**config.mk**
```make
export PLATFORM = sky130hd
export DESIGN_NAME = instruction_decode
export DESIGN_NICKNAME = d
export VERILOG_FILES = /design/src/rtl/instruction_decode.sv
export SDC_FILE = /design/constraint.sdc
export NUM_CORES = 1
export LEC_CHECK = 0
export BUFFER_PORTS_ARGS = -buffer_cell sky130_fd_sc_hd__buf_2
export CORE_MARGIN = 2
export CORE_UTILIZATION = 40
export CTS_CLUSTER_DIAMETER = 50
export DETAILED_ROUTE_END_ITERATION = 7
export GPL_ROUTABILITY_DRIVEN = 0
export GPL_TIMING_DRIVEN = 0
export PLACE_DENSITY_LB_ADDON = 0.2
export SYNTH_ARGS = -nofsm -noshare
export SYNTH_HDL_FRONTEND = slang
export SYNTH_SLANG_ARGS = --single-unit
```
**constraint.sdc**
```tcl
create_clock -name clk -period 2.56 [get_ports clk]
set_input_delay 0.512 -clock clk [delete_from_list [all_inputs] [get_ports clk]]
set_output_delay 0.512 -clock clk [all_outputs]
set_load 0.01 [all_outputs]
```
**src/rtl/instruction_decode.sv**
```systemverilog
// ----------------------------------------------------------------------------
// instruction_decode
//
// Decode stage for an RV32I pipeline. It sits between the fetch instruction
// register (IR) and the execute stage. It holds one decoded bundle behind a
// valid/ready handshake. It tracks whether the fetch IR holds an instruction
// that has not been decoded yet (irFresh).
//
// Build option:
//   DECODE_ILLEGAL_CHECK_EN  when defined, a loaded bundle carries
//                            `EXC_ILLEGAL_INSTR for encodings outside RV32I.
//                            When undefined, exception_Out is always 0.
//
// Ports:
//   clk                  clock, all state changes on the rising edge
//   rst                  synchronous active-high reset, highest priority
//   instr_In  [31:0]     fetch IR contents
//   pc_In     [31:0]     fetch PC, already one instruction past instr_In
//   irUpdate_In          fetch IR loads on the coming edge
//   instrIsConsumed_Out  the fetch IR may be overwritten this cycle
//   flush_In             backend redirect; discards all held work
//   valid_Out            decoded bundle valid
//   ready_In             execute accepts the bundle this cycle
//   instrPc_Out [31:0]   address of the decoded instruction (pc_In - 4)
//   opcode_Out [6:0], funct3_Out [2:0], funct7b5_Out   raw fields
//   rd_Out, rs1_Out, rs2_Out [4:0]                    register indices
//   imm_Out   [31:0]     sign-extended immediate, 0 when the format has none
//   exception_Out        exception code for the bundle
// ----------------------------------------------------------------------------

`ifndef EXCEPTION_LEN
`define EXCEPTION_LEN 4
`endif
`ifndef EXC_ILLEGAL_INSTR
`define EXC_ILLEGAL_INSTR 2
`endif

module instruction_decode (
    input  logic                      clk,
    input  logic                      rst,
    input  logic [31:0]               instr_In,
    input  logic [31:0]               pc_In,
    input  logic                      irUpdate_In,
    output logic                      instrIsConsumed_Out,
    input  logic                      flush_In,
    output logic                      valid_Out,
    input  logic                      ready_In,
    output logic [31:0]               instrPc_Out,
    output logic [6:0]                opcode_Out,
    output logic [2:0]                funct3_Out,
    output logic                      funct7b5_Out,
    output logic [4:0]                rd_Out,
    output logic [4:0]                rs1_Out,
    output logic [4:0]                rs2_Out,
    output logic [31:0]               imm_Out,
    output logic [`EXCEPTION_LEN-1:0] exception_Out
);

    // RV32I major opcodes; every one of them has instr[1:0] == 2'b11.
    localparam logic [6:0] OPC_LUI      = 7'b0110111;
    localparam logic [6:0] OPC_AUIPC    = 7'b0010111;
    localparam logic [6:0] OPC_JAL      = 7'b1101111;
    localparam logic [6:0] OPC_JALR     = 7'b1100111;
    localparam logic [6:0] OPC_BRANCH   = 7'b1100011;
    localparam logic [6:0] OPC_LOAD     = 7'b0000011;
    localparam logic [6:0] OPC_STORE    = 7'b0100011;
    localparam logic [6:0] OPC_OP_IMM   = 7'b0010011;
    localparam logic [6:0] OPC_OP       = 7'b0110011;
    localparam logic [6:0] OPC_MISC_MEM = 7'b0001111;
    localparam logic [6:0] OPC_SYSTEM   = 7'b1110011;

    typedef struct packed {
        logic [31:0] pc;
        logic [6:0]  opcode;
        logic [2:0]  funct3;
        logic        funct7b5;
        logic [4:0]  rd;
        logic [4:0]  rs1;
        logic [4:0]  rs2;
        logic [31:0] imm;
    } bundle_t;

    logic    ir_fresh_q, ir_fresh_d;
    logic    valid_q, valid_d;
    bundle_t bundle_q, bundle_d;
    logic    load;
    logic [31:0] imm;

    // The IR holds an undecoded instruction and the output slot is free or is
    // being drained this cycle. A flush discards the IR, so nothing loads.
    assign load = ir_fresh_q && (!valid_q || ready_In) && !flush_In;

    // Fetch may overwrite the IR when the IR holds no undecoded instruction,
    // or when that instruction is being captured on this edge.
    assign instrIsConsumed_Out = !ir_fresh_q || load;

    // Immediate generation. Formats with no immediate, and unknown opcodes,
    // produce 0.
    always_comb begin
        // NOTE: every combinational output gets a default first, so no path
        // leaves it unassigned and no latch is inferred.
        imm = '0;
        case (instr_In[6:0])
            OPC_OP_IMM, OPC_LOAD, OPC_JALR:
                imm = {{20{instr_In[31]}}, instr_In[31:20]};
            OPC_STORE:
                imm = {{20{instr_In[31]}}, instr_In[31:25], instr_In[11:7]};
            OPC_BRANCH:
                imm = {{19{instr_In[31]}}, instr_In[31], instr_In[7],
                       instr_In[30:25], instr_In[11:8], 1'b0};
            OPC_LUI, OPC_AUIPC:
                imm = {instr_In[31:12], 12'b0};
            OPC_JAL:
                imm = {{11{instr_In[31]}}, instr_In[31], instr_In[19:12],
                       instr_In[20], instr_In[30:21], 1'b0};
            default:
                imm = '0;
        endcase
    end

    // Next-state logic. A flush beats both load and irUpdate_In. A load and
    // a new IR write can happen on the same edge, and then irFresh stays set.
    always_comb begin
        ir_fresh_d = ir_fresh_q;
        valid_d    = valid_q;
        bundle_d   = bundle_q;

        if (flush_In) begin
            ir_fresh_d = 1'b0;
            valid_d    = 1'b0;
        end else begin
            if (load) begin
                valid_d           = 1'b1;
                bundle_d.pc       = pc_In - 32'd4;
                bundle_d.opcode   = instr_In[6:0];
                bundle_d.funct3   = instr_In[14:12];
                bundle_d.funct7b5 = instr_In[30];
                bundle_d.rd       = instr_In[11:7];
                bundle_d.rs1      = instr_In[19:15];
                bundle_d.rs2      = instr_In[24:20];
                bundle_d.imm      = imm;
            end else if (valid_q && ready_In) begin
                valid_d = 1'b0;
            end

            if (irUpdate_In) begin
                ir_fresh_d = 1'b1;
            end else if (load) begin
                ir_fresh_d = 1'b0;
            end
        end
    end

    // NOTE: the bundle registers are reset as well as the control flags, so
    // downstream logic sees all-zero fields after reset and never X values.
    always_ff @(posedge clk) begin
        // NOTE: state registers use non-blocking assignments, so every
        // register samples its pre-edge value regardless of statement order.
        if (rst) begin
            ir_fresh_q <= 1'b0;
            valid_q    <= 1'b0;
            bundle_q   <= '0;
        end else begin
            ir_fresh_q <= ir_fresh_d;
            valid_q    <= valid_d;
            bundle_q   <= bundle_d;
        end
    end

`ifdef DECODE_ILLEGAL_CHECK_EN
    logic                      illegal;
    logic [`EXCEPTION_LEN-1:0] exception_q, exception_d;

    // Legality of the RV32I encoding. The default arm covers both unknown
    // opcodes and instr[1:0] != 2'b11, because every RV32I opcode ends in 11.
    // SYSTEM accepts every funct3 except the reserved 100.
    always_comb begin
        illegal = 1'b0;
        case (instr_In[6:0])
            OPC_LUI, OPC_AUIPC, OPC_JAL:
                illegal = 1'b0;
            OPC_JALR:
                illegal = (instr_In[14:12] != 3'b000);
            OPC_BRANCH:
                illegal = (instr_In[14:12] == 3'b010) || (instr_In[14:12] == 3'b011);
            OPC_LOAD:
                illegal = (instr_In[14:12] == 3'b011) || (instr_In[14:12] == 3'b110) ||
                          (instr_In[14:12] == 3'b111);
            OPC_STORE:
                illegal = (instr_In[14:12] > 3'b010);
            OPC_OP_IMM: begin
                // Only the shifts carry a funct7 field. SRAI is the only
                // shift that may set bit 30.
                if (instr_In[14:12] == 3'b001) begin
                    illegal = (instr_In[31:25] != 7'h00);
                end else if (instr_In[14:12] == 3'b101) begin
                    illegal = (instr_In[31:25] != 7'h00) && (instr_In[31:25] != 7'h20);
                end
            end
            OPC_OP: begin
                // funct7 0x20 exists only for SUB and SRA.
                illegal = !((instr_In[31:25] == 7'h00) ||
                            ((instr_In[31:25] == 7'h20) &&
                             ((instr_In[14:12] == 3'b000) || (instr_In[14:12] == 3'b101))));
            end
            OPC_MISC_MEM:
                illegal = (instr_In[14:12] != 3'b000);
            OPC_SYSTEM:
                illegal = (instr_In[14:12] == 3'b100);
            default:
                illegal = 1'b1;
        endcase
    end

    always_comb begin
        exception_d = exception_q;
        if (!flush_In && load) begin
            exception_d = illegal ? `EXCEPTION_LEN'(`EXC_ILLEGAL_INSTR) : '0;
        end
    end

    always_ff @(posedge clk) begin
        if (rst) begin
            exception_q <= '0;
        end else begin
            exception_q <= exception_d;
        end
    end

    assign exception_Out = exception_q;
`else
    assign exception_Out = '0;
`endif

    assign valid_Out    = valid_q;
    assign instrPc_Out  = bundle_q.pc;
    assign opcode_Out   = bundle_q.opcode;
    assign funct3_Out   = bundle_q.funct3;
    assign funct7b5_Out = bundle_q.funct7b5;
    assign rd_Out       = bundle_q.rd;
    assign rs1_Out      = bundle_q.rs1;
    assign rs2_Out      = bundle_q.rs2;
    assign imm_Out      = bundle_q.imm;

endmodule

```
# == After elaboration in Yosys (flattened, before gate mapping) ==
# Cells that the tools add are included.
# Widths: inputs -> output; s select.
# totals
inputBits,69
output_inout_bits,96
reg_bits,92
wordCells,39
# classes
n_eq_ne,8
reduce_logical,14
bitwise,1
n_mux,5
addsub,1
# ops
cell,n
$pmux 32 s5,1
$sub 32x3->32 const B,1
$eq 7x7->1 const B,3
$eq 7x5->1 const B,2
$eq 7x6->1 const B,2
$eq 7x2->1 const B,1
$mux 1,4
$reduce_bool 2->1,2
$reduce_or 2->1,2
$logic_and 1x1->1,3
$logic_not 1->1,3
$reduce_or 3->1,1
$logic_or 1x1->1,2
$reduce_and 2->1,1
$not 1->1,1

# == Logic depth before layout (Yosys ltp) ==
# Gate-level depths: netlist of run 1.
# logic_depth
depth_word,6
depth_mapped,8
ltp_nobuf,7

# == Worst setup path after synthesis of run 1 ==
# Ideal clock, no wire load.
# synth_timing
path_type,input port to flip-flop
start,in pc_In[7]
end,reg bundle_q (netlist bit instrPc_Out[20])
arrival_time_ns,2.195
required_ns,2.481
cell_stages,5
path_slack_ns,0.286
n_path_buf,0
setup_ns,0.079
cell_sequence,or4_1 > or3_1 > or4_1 > xor2_1 > a211oi_2
# synth_via
elab_chain_len,1
# synth_rtl
item,line_no,text
"start, declared",42,"input logic [31:0] pc_In,"
$sub 32x3->32,134,bundle_d.pc = pc_In - 32'd4;
"end signal, assigned",166,bundle_q <= bundle_d;
"end, declared",85,"bundle_t bundle_q, bundle_d;"
# No other way between the ends.
# A chain may end at the register's enable or synchronous reset.

# == Worst setup path after layout of run 1 ==
# layout_timing
start,reg valid_q (netlist: valid_Out)
end,out instrIsConsumed_Out
# layout_via
elab_chain_len,5
# layout_rtl
item,line_no,text
"start, declared",84,"logic valid_q, valid_d;"
"start signal, assigned",165,valid_q <= valid_d;
$logic_not 1->1,91,assign load = ir_fresh_q && (!valid_q || ready_In) && !flush_In;
$logic_or 1x1->1,91,
$logic_and 1x1->1 (2 in a row),91,
$logic_or 1x1->1,95,assign instrIsConsumed_Out = !ir_fresh_q || load;
"end, declared",44,"output logic instrIsConsumed_Out,"
# No other way between the ends.

==> reports/metrics.yaml, run 1 <==
outcome:
  status: "complete, no violations"
cts:
  hold_buffers: 0
  cts_tree: "built"
  clk_pin_slew_ns: 0.09
  clockBufferDepth: 2
  worstSkewPairLatency_ns: 0.36
  clkSinkCount: 92
  htree_levels: 3
  clockRootBuffer: "clkbuf_8"
  cts_buffers: 9
logic_synthesis:
  ys_ff_latch: 92
  synth_area_leaders: "dfxtp_1 (47%), nand2_1 (6.4%), a21oi_1 (5.1%)"
  synth_adder_area_share_pct: 0.318
  synth_top_family_by_area: "compound AO/OA/AOI/OAI gates"
  syn_avg_cell_area_um2: 8.83
  synthMuxAreaShare_pct: 0.255
  yosysTopAreaCell: "dfxtp_1"
  synthesis.area_um2: 3930
  async_flop_share_pct: 0
  synth_cell_types: 48
  postSynthCellCount: 445
  synth_edf_count: 0
  synth_ff_type: "dfxtp_1"
  synth_top_cell_area_share_pct: 46.8
  seq_area_frac_synth_pct: 46.8
  synth-simple-area-share_pct: 21.3
  yosys_warnings: 0
  synth_compound_area_share_pct: 21.3
  synth_xor_area_share_pct: 5.57
setup_path:
  required_ns: 2.05
  slowest_delay_ns: 0.36
  path_max_fanout: 10
  cpMaxStageDelayCell: "dfxtp_1"
  crit_buf_inv: 3
  cp-end-kind: "output port"
  worst_ep_arrival_time_ns: 1.78
  cpMostUsedCell: "clkbuf_2"
  crit_family: "buffers and inverters"
  worstPathCellList: "nand2b_1, nand3b_1, clkbuf_2, clkbuf_2, nand2_1, buf_2"
  startpoint_type: "register"
  crit_type: "reg -> out"
floorplanning:
  start_util_pct: 40.8
  die_w_um: 103
  dieArea_um2: 10600
  fp-row-count: 36
  chipHeight_um: 103
  io_pins: 165
  fp.coreArea_um2: 9640
layout:
  regArea_um2: 1840
  final_cell_area_um2: 5100
  fin_util_pct: 52.9
  syn2layout_area_growth_pct: 29.7
  drive_gt1_share_pct: 31.6
  n_fill_cell: 977
  multi_input_area_um2: 1930
  mostFrequentLayoutCells: "buf_2 (159), dfxtp_1 (92), nand2_1 (67), nor2_1 (46), a21oi_1 (40)"
  layout_commonest_cell: "buf_2"
  diodes: 0
  num-nets-final: 686
route:
  wirelength_mm: 11.6
  firstDrtPassIters: 6
  drc: 0
  ant_nets: 0
  drt_iter0_markers: 151
  wl_per_cell_um: 15.5
  vias_per_cell: 5.12
  vias: 3854
sta:
  finalCritPeriodShare_pct: 89.6
  relSlewSlack_pct: 23.1
  final.min_clock_period_ns: 2.29
  worst_slack_ns: 0.265
  setup_viol: 0
  finalHoldViolations: 0
  fmax_mhz: 436
  rsz0062_at_grt: "no"
  clock-skew-final_ns: 0.00839
  tightestPinTransition_ns: 1.14
  finalSetupTns_ns: 0
  maxSlewViolCount: 0
power:
  ir_drop_v: 0.000234
  power_density_nw_per_um2: 547
  leakage_nw: 2.07
  power_mw: 2.79
grt:
  grt_pass1_vias: 3487
  grt_usage_pct: 21.7
  grt_antenna_before_repair: 0
  grt_pass1_wl_mm: 17.5
  overflow: 0
  grt_start_max_net_pins: 15
placement:
  pre_cts_slack_ns: -0.102
  dpl_cell_area_um2: 4890
  numPortBuffers: 157
  hpwl_mm: 8.83
flow_run:
  drv_cap: 0
min_path:
  min_path_type: "in -> reg"
==> state kept, by name (all words and copies together), names as in the netlist <==
register      count
opcode_Out        7
ir_fresh_q        1
valid_Out         1
funct3_Out        3
funct7b5_Out      1
imm_Out          32
rd_Out            5
rs2_Out           5
rs1_Out           5
instrPc_Out      32
==> per-layer routing <==
| layer | vias to the layer above | wire, um | part of all wire, % | GRT usage, % |
|---|---|---|---|---|
| li1 | 1924 | - | - | - |
| met3 | 16 | 852 | 7.3 | 5.22 |
| met1 | 1783 | 5110 | 44 | 28.4 |
| met4 | 0 | 242 | 2.1 | 8.50 |
| met2 | 131 | 5440 | 47 | 34.5 |
| met5 | - | 0 | 0 | 0 |
==> report_power, final <==
part,leakage (nW),internal [mW],switching [mW]
registers,0.745,1.46,0.0160
logic,1.23,0.119,0.182
clock network,0.0987,0.502,0.508
==> final timing paths <==
kind	depth (start not counted)	start	slack (ns)	endpoint
max	6	valid_Out$_SDFFE_PP0P_	0.27	instrIsConsumed_Out
max reg2reg	7	valid_Out$_SDFFE_PP0P_	0.52	imm_Out[31]$_SDFFE_PP0P_
min	2	pc_In[2]	0.35	instrPc_Out[2]$_SDFFE_PP0P_
min reg2reg	2	opcode_Out[1]$_SDFFE_PP0P_	0.45	opcode_Out[1]$_SDFFE_PP0P_
==> what timing repair did <==
item,CTS,global route
buffers inserted,0,0
resized for setup,1,2
setup endpoints to repair,1,1
hold endpoints to repair,0,0
cloned,0,0
==> metrics by stage <==
stage          hold WS [ns]  std cells
3_5_place_dp          0.445        738
5_1_grt               0.355        753
3_3_place_gp          0.440        738
2_1_floorplan         0.464        448
4_1_cts               0.345        753
6_report              0.352        753
==> layout make-up <==
class / count / share of cell area (%)
buffer: 36 / 3.19
clock buffer: 12 / 3.04
clock inverter: 3 / 0.908
inverter: 3 / 0.221
multi-input combinational: 317 / 37.8
sequential: 92 / 36.1
tap: 133 / 3.26
timing repair buffer: 157 / 15.4
==> cell families (layout without fill, tap and decap cells) <==
group | Yosys count | in the layout
AOI/OAI and AO/OA | 116 | 116
xor gates and xnor gates | 25 | 25
adders and majority gates | 1 | 1
buffers and inverters | 39 | 211
DFF | 92 | 92
muxes | 1 | 1
other | 1 | 4
and+or+nand+nor | 170 | 170
==> synthesized netlist by cell type (2+ instances only) <==
library cell / number
dfxtp_1: 92
or4_1: 3
a311oi_1: 2
nand3b_1: 2
o2bb2ai_1: 14
inv_1: 3
nor4_2: 6
nor3_2: 4
a221o_1: 11
nor2b_1: 2
o21ai_0: 2
buf_2: 2
nand4b_1: 2
nand2_1: 67
nand3_1: 2
buf_4: 4
o31ai_1: 2
a211oi_2: 4
nand2b_1: 5
xor2_1: 6
or3_1: 5
xnor2_1: 19
nor3b_1: 2
a22oi_1: 10
nor3_1: 11
nor4_1: 6
a21oi_1: 40
a211oi_1: 22
nor2_1: 46
buf_1: 3
clkbuf_1: 26
a22o_1: 3
nand4_1: 2
(Power assumes the default switching activity.)
==> run 2: changes to the inputs <==
- CORE_ASPECT_RATIO: not set -> 0.75
==> reports/metrics.yaml, run 2 (synthesis gave the netlist of run 1 again) <==
sta:
  setup_viol: 0  # unchanged
  tightestPinTransition_ns: 1.05  # -0.0908 ns
  relSlewSlack_pct: 29.2  # +6.1 points
  maxSlewViolCount: 0  # unchanged
  worst_slack_ns: 0.307  # +0.0416 ns
  finalHoldViolations: 0  # unchanged
  clock-skew-final_ns: 0.00499  # -0.00340 ns
  finalCritPeriodShare_pct: 88.0  # -1.6 points
  rsz0062_at_grt: "no"
  fmax_mhz: 444  # +1.8%
  final.min_clock_period_ns: 2.25  # -0.0416 ns
route:
  vias_per_cell: 5.17  # +0.99%
  drt_iter0_markers: 191  # +26%
  vias: 3887  # +0.86%
  ant_nets: 0  # unchanged
  drc: 0  # unchanged
  wl_per_cell_um: 15.7  # +1.5%
  wirelength_mm: 11.8  # +1.3%
  firstDrtPassIters: 4  # -2
floorplanning:
  chipHeight_um: 89.9  # -13%
  fp.coreArea_um2: 9620  # -0.21%
  io_pins: 165  # unchanged
  fp-row-count: 31  # -14%
  dieArea_um2: 10600  # about the same
  start_util_pct: 40.9  # +0.085 points
  die_w_um: 118  # +15%
grt:
  grt_start_max_net_pins: 15  # unchanged
  grt_pass1_vias: 3771  # +8.1%
  grt_antenna_before_repair: 0  # unchanged
  grt_usage_pct: 22.7  # +1.0 points
  overflow: 0  # unchanged
  grt_pass1_wl_mm: 19.4  # +11%
setup_path:
  r2r-start: "valid_Out$_SDFFE_PP0P_"
  cpMaxStageDelayCell: "nor4_1"
  crit_type: "in -> reg"
  required_ns: 2.81  # +0.76 ns
  path_max_fanout: 10  # unchanged
  crit_family: "simple AND/OR/NAND/NOR gates"
  startpoint_type: "input pin"
  crit_buf_inv: 1  # -2
  cp-end-kind: "register"
  reg2reg_depth: 7  # unchanged
  r2r_end: "imm_Out[31]$_SDFFE_PP0P_"
  worst_ep_arrival_time_ns: 2.50  # +0.72 ns
  ff2ff_setup_slack_ns: 0.47  # -0.05 ns
  slowest_delay_ns: 0.81  # +0.45 ns
  worstPathCellList: "clkbuf_1, nand2b_1, nor4_1, or2_1, o21ai_1, o2bb2ai_1"
layout:
  num-nets-final: 686  # unchanged
  n_fill_cell: 964  # -1.3%
  fin_util_pct: 54.3  # +1.4 points
  instances_no_fill: 752  # -0.13%
  drive_gt1_share_pct: 31.8  # +0.16 points
  diodes: 0  # unchanged
  layout_commonest_cell: "buf_2"
  mostFrequentLayoutCells: "buf_2 (159), dfxtp_1 (92), nand2_1 (67), nor2_1 (46), a21oi_1 (40)"
  syn2layout_area_growth_pct: 32.8
  final_cell_area_um2: 5220  # +2.4%
power:
  leakage_nw: 2.13  # +2.8%
  power_density_nw_per_um2: 617  # +13%
  ir_drop_v: 0.000494  # +110%
  power_mw: 3.22  # +15%
placement:
  pre_cts_slack_ns: -0.0495  # +0.0528 ns
  numPortBuffers: 157  # unchanged
  dp_cells: 737  # -0.14%
  hpwl_mm: 9.12  # +3.3%
  dpl_cell_area_um2: 4890  # about the same
cts:
  worstSkewPairLatency_ns: 0.33  # -0.03 ns
  cts_buffers: 9  # unchanged
  cts_tree: "built"
  htree_levels: 3  # unchanged
  clockBufferDepth: 2  # unchanged
  clk_pin_slew_ns: 0.06  # -0.03 ns
  clockRootBuffer: "clkbuf_16"
  clkSinkCount: 92  # unchanged
outcome:
  status: "complete, no violations"
min_path:
  min_path_type: "in -> reg"
  worstHoldPathCells: 2  # unchanged
  min-delay-start: "flush_In"
  hold_end: "valid_Out$_SDFFE_PP0P_"
flow_run:
  drv_cap: 0  # unchanged
-- run 2: worst max-delay path by stage --
stage,to,startpoint,cells past startpoint,slack (ns)
2_1_floorplan,instrPc_Out[20]$_SDFFE_PP0P_,pc_In[7],5,0.29
3_3_place_gp,instrIsConsumed_Out,ready_In,7,-0.06
3_5_place_dp,instrIsConsumed_Out,ready_In,7,-0.05
4_1_cts,instrIsConsumed_Out,ready_In,7,0.10
5_1_grt,imm_Out[11]$_SDFFE_PP0P_,instr_In[5],6,0.09
6_report,imm_Out[11]$_SDFFE_PP0P_,instr_In[5],6,0.31
-- run 2: metal layers --
| metal | part of all wire, % | global-route usage (%) | wire length, um | vias to the layer above |
|---|---|---|---|---|
| met4 | 1.1 | 5.36 | 129 | 0 |
| met2 | 45 | 36.1 | 5270 | 139 |
| met5 | 0 | 0 | 0 | - |
| met3 | 6.5 | 5.58 | 762 | 10 |
| met1 | 48 | 31.1 | 5640 | 1807 |
| li1 | - | - | - | 1931 |
-- run 2: power breakdown --
part | switching, mW | leakage, nW | internal, mW
sequential | 0.0156 | 0.745 | 1.46
combinational | 0.185 | 1.23 | 0.119
clock | 0.536 | 0.158 | 0.902
total | 0.737 | 2.13 | 2.48
-- run 2: repair_timing --
action,CTS,global route
resized for setup,1,2
pin swaps,0,0
hold buffers,0,0
setup buffers,0,0
endpoints found under the setup margin,1,1
-- run 2: stage by stage --
stage                     setup TNS, ns  hold slack (ns)
after detailed placement         -0.134            0.444
after floorplan                       0            0.464
final                                 0            0.409
after global placement          -0.0561            0.438
after global routing                  0            0.405
after CTS                             0            0.389
-- run 2: layout make-up --
class / count / area (um2) / share of cell area (%)
multi-input combinational: 317 / 1930 / 37.0
sequential: 92 / 1840 / 35.3
timing repair buffer: 157 / 786 / 15.0
clock buffer: 11 / 253 / 4.84
tap: 132 / 165 / 3.16
buffer: 36 / 163 / 3.12
clock inverter: 4 / 72.6 / 1.39
inverter: 3 / 11.3 / 0.216
